## src/rtl/shift_ctrl_pkg.sv

```systemverilog
// shift_ctrl_pkg: state encoding for shift_register_ctrl (PARITY exists only with SHIFT_CTRL_PARITY_EN)
package shift_ctrl_pkg;
  localparam logic [1:0] ST_IDLE = 2'd0;
  localparam logic [1:0] ST_SHIFT = 2'd1;
`ifdef SHIFT_CTRL_PARITY_EN
  localparam logic [1:0] ST_PARITY = 2'd2;
`endif
  localparam logic [1:0] ST_DONE = 2'd3;
  typedef enum logic [1:0] {
    IDLE = ST_IDLE,
    SHIFT = ST_SHIFT,
`ifdef SHIFT_CTRL_PARITY_EN
    PARITY = ST_PARITY,
`endif
    DONE = ST_DONE
  } state_t;
endpackage

```

## src/rtl/shift_register_ctrl_if.sv

```systemverilog
// shift_register_ctrl_if: parallel-word input handshake and serial output toward the downstream shift register
interface shift_register_ctrl_if #(parameter int WIDTH = 4);
  logic [WIDTH-1:0] din;
  logic din_valid;
  logic din_ready;
  logic pause;
  logic sdo;
  logic shift_en;
  logic frame;
  logic done;
  modport master (output din, din_valid, pause, input din_ready, sdo, shift_en, frame, done);
  modport slave (input din, din_valid, pause, output din_ready, sdo, shift_en, frame, done);
endinterface

```

## src/rtl/shift_bit_counter.sv

```systemverilog
// shift_bit_counter: loads WIDTH-1, decrements on enable, saturates at zero
module shift_bit_counter #(parameter int WIDTH = 4) (
  input  logic clk,
  input  logic rst,
  input  logic i_load,
  input  logic i_dec,
  output logic o_zero
);
  localparam int CW = $clog2(WIDTH);
  localparam logic [CW-1:0] LOAD = CW'(WIDTH - 1);
  logic [CW-1:0] r_cnt;
  always_ff @(posedge clk)
    r_cnt <= rst ? '0 : i_load ? LOAD : (i_dec && r_cnt != '0) ? r_cnt - 1'b1 : r_cnt;
  assign o_zero = r_cnt == '0;
endmodule

```

## src/rtl/shift_register_ctrl.sv

```systemverilog
// shift_register_ctrl: serializes a parallel word MSB first; SHIFT_CTRL_PARITY_EN appends an even-parity bit
module shift_register_ctrl
  import shift_ctrl_pkg::*;
#(parameter int WIDTH = 4) (
  input logic clk,
  input logic rst,
  shift_register_ctrl_if.slave bus
);
  state_t r_state, w_next;
  logic [WIDTH-1:0] r_hold;
  logic w_xfer, w_adv, w_zero, w_frame;
  assign w_xfer = r_state == IDLE && bus.din_valid;
  assign w_adv = r_state == SHIFT && !bus.pause;
  shift_bit_counter #(.WIDTH(WIDTH)) u_cnt (
    .clk(clk), .rst(rst), .i_load(w_xfer), .i_dec(w_adv), .o_zero(w_zero)
  );
  always_ff @(posedge clk) r_state <= rst ? IDLE : w_next;
  always_ff @(posedge clk)
    r_hold <= rst ? '0 : w_xfer ? bus.din : w_adv ? {r_hold[WIDTH-2:0], 1'b0} : r_hold;
`ifdef SHIFT_CTRL_PARITY_EN
  // parity is taken at capture because the hold register is consumed by shifting
  logic r_par;
  always_ff @(posedge clk) r_par <= rst ? 1'b0 : w_xfer ? ^bus.din : r_par;
  assign w_frame = r_state == SHIFT || r_state == PARITY;
`else
  assign w_frame = r_state == SHIFT;
`endif
  always_comb begin
    w_next = r_state;
    case (r_state)
      IDLE: w_next = w_xfer ? SHIFT : IDLE;
`ifdef SHIFT_CTRL_PARITY_EN
      SHIFT: w_next = (w_adv && w_zero) ? PARITY : SHIFT;
      PARITY: w_next = bus.pause ? PARITY : DONE;
`else
      SHIFT: w_next = (w_adv && w_zero) ? DONE : SHIFT;
`endif
      DONE: w_next = IDLE;
      default: w_next = IDLE;
    endcase
  end
  always_comb begin
    bus.din_ready = r_state == IDLE;
    bus.frame = w_frame;
    bus.shift_en = w_frame && !bus.pause;
    bus.done = r_state == DONE;
`ifdef SHIFT_CTRL_PARITY_EN
    bus.sdo = r_state == SHIFT ? r_hold[WIDTH-1] : r_state == PARITY ? r_par : 1'b0;
`else
    bus.sdo = r_state == SHIFT ? r_hold[WIDTH-1] : 1'b0;
`endif
  end
endmodule

```

## src/flat_wrapper.sv

```systemverilog
// flat-port wrapper written by rule: the top's interface ports become plain ports
module shift_register_ctrl_flat import shift_ctrl_pkg::*;
#(parameter int WIDTH = 4)
  (clk, rst, bus_din, bus_din_valid, bus_pause, bus_din_ready, bus_sdo, bus_shift_en, bus_frame, bus_done);
  shift_register_ctrl_if #(.WIDTH(WIDTH)) bus_i ();
  input logic clk;
  input logic rst;
  input wire logic [$bits(bus_i.din)-1:0] bus_din;
  input wire logic [$bits(bus_i.din_valid)-1:0] bus_din_valid;
  input wire logic [$bits(bus_i.pause)-1:0] bus_pause;
  output wire logic [$bits(bus_i.din_ready)-1:0] bus_din_ready;
  output wire logic [$bits(bus_i.sdo)-1:0] bus_sdo;
  output wire logic [$bits(bus_i.shift_en)-1:0] bus_shift_en;
  output wire logic [$bits(bus_i.frame)-1:0] bus_frame;
  output wire logic [$bits(bus_i.done)-1:0] bus_done;
  assign bus_i.din = bus_din;
  assign bus_i.din_valid = bus_din_valid;
  assign bus_i.pause = bus_pause;
  assign bus_din_ready = bus_i.din_ready;
  assign bus_sdo = bus_i.sdo;
  assign bus_shift_en = bus_i.shift_en;
  assign bus_frame = bus_i.frame;
  assign bus_done = bus_i.done;
  shift_register_ctrl #(.WIDTH(WIDTH)) u_core (.clk(clk), .rst(rst), .bus(bus_i));
endmodule
```

## config.mk

```make
export PLATFORM = sky130hd
export DESIGN_NAME = shift_register_ctrl_flat
export DESIGN_NICKNAME = d
export VERILOG_FILES = /design/src/rtl/shift_ctrl_pkg.sv /design/src/rtl/shift_register_ctrl_if.sv /design/src/rtl/shift_bit_counter.sv /design/src/rtl/shift_register_ctrl.sv /design/src/flat_wrapper.sv
export SDC_FILE = /design/constraint.sdc
export NUM_CORES = 1
export LEC_CHECK = 0
export ABC_AREA = 1
export BUFFER_PORTS_ARGS = -buffer_cell sky130_fd_sc_hd__clkbuf_2
export CAP_MARGIN = 40
export CORE_AREA = 5 5 42 44
export DETAILED_ROUTE_END_ITERATION = 16
export DIE_AREA = 0 0 47 49
export HOLD_SLACK_MARGIN = 0.1
export PLACE_DENSITY_LB_ADDON = 0.2
export SLEW_MARGIN = 10
export SYNTH_ARGS = -nofsm -noshare
export SYNTH_HDL_FRONTEND = slang
export SYNTH_SLANG_ARGS = --single-unit
```

## constraint.sdc

```tcl
create_clock -name clk -period 1 [get_ports clk]
set_input_delay 0.2 -clock clk [delete_from_list [all_inputs] [get_ports clk]]
set_output_delay 0.2 -clock clk [all_outputs]
set_load 0.1 [all_outputs]
```

==> insert_results.sql <==
INSERT INTO impl_metrics (metric_group, metric, value, unit) VALUES
('status', 'run_status', 'finished with violations', ''),
('status', 'violations', 'setup timing', ''),
('synthesis', 'mappedNetlistNets', '72', ''),
('sta', 'timing.setup.tns', '-2.70', 'ns'),
('clock_tree', 'tritoncts', 'yes', ''),
('routing', 'first_iter_violations', '8', ''),
('global_routing', 'overall_global_routing_usage', '11.6', '%'),
('sta', 'setup_violations', '12', ''),
('global_routing', 'grt_first_pass_wirelength', '1990', 'microns'),
('placed_design', 'place_hpwl', '848', 'microns'),
('setup_path', 'critical_path.startpoint_type', 'flop', ''),
('placed_design', 'placement.cell_area', '653', 'sq um'),
('setup_path', 'timing.setup.critical_path_class', 'reg -> out', ''),
('floorplanning', 'die_height', '49', 'microns'),
('power', 'swShare', '36.1', '%'),
('floorplanning', 'die_area', '2300', 'sq um'),
('cells_and_area', 'diodes', '0', ''),
('cells_and_area', 'design.final.nets', '101', ''),
('global_routing', 'grt_remaining_overflow', '0', ''),
('power', 'cellPowerDensity', '1360', 'nW/um^2'),
('setup_path', 'timing.reg2reg.setup_slack', '-0.25', 'ns'),
('clock_tree', 'cts-buffers-inserted', '3', ''),
('power', 'power.share.sequential', '34.1', '%'),
('routing', 'post_drt_via_cell_ratio', '4.47', ''),
('power', 'clock_network_power_share', '26.1', '%'),
('clock_tree', 'ctsHtreeMaxLevel', '1', ''),
('cells_and_area', 'layout-drive-gt1-share', '53.8', '%'),
('setup_path', 'critPathMaxFanout', '5', ''),
('routing', 'wl_per_cell', '10.4', 'microns'),
('min_path', 'holdCritPathClass', 'in -> reg', ''),
('clock_tree', 'ctsLongestPathBuffers', '2', ''),
('sta', 'rsz0062_at_grt', 'yes', ''),
('setup_path', 'regToRegEndpoint', 'u_core.r_hold[1]', ''),
('sta', 'final.hold.worst_slack', '0.192', 'ns'),
('synthesis', 'yosys_register_bits', '8', ''),
('routing', 'routed_wirelength', '1120', 'microns'),
('cells_and_area', 'finish.instance_area', '779', 'sq um'),
('sta', 'final.setup_skew', '0.0101', 'ns'),
('global_routing', 'grt_antenna_before_repair', '0', ''),
('setup_path', 'worst_path_arrival', '1.09', 'ns'),
('sta', 'finalCritPeriodShare', '129', '%'),
('clock_tree', 'clk_latency', '0.26', 'ns'),
('synthesis', 'mappedNetlistArea', '423', 'sq um'),
('flow_run', 'max-cap-violations', '0', ''),
('floorplanning', 'floorplan.initialDensity', '30.2', '%'),
('routing', 'total_number_of_vias', '478', ''),
('routing', 'number_of_search_and_repair_iterations_in_the_first_detailed_routing_pass', '4', ''),
('setup_path', 'worstRegToRegCells', '8', ''),
('clock_tree', 'clock_sink_count', '8', ''),
('sta', 'min_period', '1.29', 'ns'),
('power', 'power.static_leakage', '0.000358', 'uW'),
('placed_design', 'portBuffers', '12', ''),
('min_path', 'worstHoldStart', 'bus_din[0]', ''),
('clock_tree', 'clk_pin_slew', '0.07', 'ns'),
('min_path', 'worst_hold_path.endpoint', 'u_core.r_hold[0]', ''),
('synthesis', 'synth.yosys.seq_area_share', '37.9', '%'),
('power', 'p_total', '1060', 'uW'),
('cells_and_area', 'area_overhead_of_the_layout_relative_to_synthesis', '84.3', '%'),
('clock_tree', 'clockRootBuffer', 'clkbuf_4', ''),
('sta', 'max-slew-margin-rel', '87.7', '%'),
('global_routing', 'grt_start_max_net_pins', '8', ''),
('placed_design', 'pre_cts_ws', '-0.130', 'ns'),
('setup_path', 'cp_data_required_time', '0.80', 'ns'),
('placed_design', 'gp_congestion', '0.784', ''),
('sta', 'final_setup_slack_of_the_worst_path', '-0.291', 'ns'),
('routing', 'detailed_route_drc_error_count', '0', ''),
('synthesis', 'synthDistinctLibCells', '12', ''),
('power', 'power.share.combinational', '39.9', '%'),
('sta', 'final_max_slew_viol_count', '0', ''),
('sta', 'timing_hold_violations_final', '0', ''),
('sta', 'tightestPinTransition', '0.185', 'ns');
-- critical path, cell delays in order (launching register included) --
cell and delay [ns]:
dfxtp_4 0.37, inv_2 0.04, nor2_4 0.09, buf_4 0.15, buf_12 0.17
-- cell usage in the layout, fill, tap and decap left out --
master,instances
a21oi_2,3
nand3_2,5
clkbuf_4,3
nand2_2,1
buf_4,8
nor2_4,3
inv_2,4
inv_1,8
ha_1,1
clkbuf_1,1
nor3_2,1
clkinvlp_4,2
dfxtp_1,6
nor2_1,12
nand2_1,7
nand2_8,1
buf_12,5
buf_6,4
clkbuf_2,7
nand3_1,7
dfxtp_4,2
-- synth_stat cells (all sizes together) --
cell type,instances,area (sq um)
ha,1,12.5
nand3,12,65.1
inv,14,52.6
nor3,1,5.00
dfxtp,8,160
nand2,9,41.3
a21oi,3,15.0
nor2,15,71.3
-- layer usage --
layer  global-route usage [%]  part of all wire [%]  up-vias
met5                        0                     0        -
met4                     5.53                   1.1        0
met3                     2.95                   6.3        2
met2                     19.2                    52       13
met1                     13.2                    41      215
li1                         -                     -      248
-- flip-flops by register name, indices dropped and copies added (netlist names) --
name                count
u_core.r_hold           4
u_core.r_state          2
u_core.u_cnt.r_cnt      2
-- how the worst max path moves through the flow --
stage                       from           end  cells past startpoint
2_1_floorplan  u_core.r_state[0]       bus_sdo                      4
3_3_place_gp   u_core.r_state[1]  bus_shift_en                      4
3_5_place_dp   u_core.r_state[1]  bus_shift_en                      4
4_1_cts        u_core.r_state[0]       bus_sdo                      5
5_1_grt        u_core.r_state[0]       bus_sdo                      5
6_report       u_core.r_state[0]     bus_frame                      4
-- area by class of cell --
cell class / instances / area, sq um
well taps: 16 / 20.0
fillers: 137 / 622
repair buffers: 24 / 240
inverters: 14 / 60.1
flip-flops and latches: 8 / 168
clock buffers: 4 / 26.3
multi-input cells: 41 / 265
-- metrics by stage --
stage | utilization [%] | std cells
global route | 55.6 | 107
global placement | 46.6 | 98
floorplan | - | 63
detailed placement | 46.6 | 98
finish | 55.6 | 107
CTS | 53.1 | 105
-- power groups by stage --
| stage | logic, uW | clock network (uW) | registers [uW] |
|---|---|---|---|
| 6_report | 423 | 276 | 361 |
| 5_1_grt | 455 | 306 | 366 |
| 4_1_cts | 402 | 286 | 360 |
| 3_5_place_dp | 357 | 0 | 370 |
| 3_3_place_gp | 355 | 0 | 369 |
| 2_1_floorplan | 216 | 0 | 366 |
-- cells by family after synthesis --
family / Yosys count / share of synthesized area (%)
adder cells (fa/ha/maj): 1 / 2.96
AO/OA/AOI/OAI: 3 / 3.55
flip-flops: 8 / 37.9
AND/OR/NAND/NOR: 37 / 43.2
buffers and inverters: 14 / 12.4
-- timing repair --
| item | 4_1_cts | 5_1_grt |
|---|---|---|
| pin swaps | 5 | 3 |
| setup buffers | 3 | 2 |
| hold buffers | 0 | 0 |
| endpoints found under the setup margin | 11 | 13 |
| gates cloned | 0 | 0 |
| hold endpoints to repair | 0 | 0 |
| resized for setup | 10 | 6 |
No activity file was read; power rests on OpenSTA's default activity.
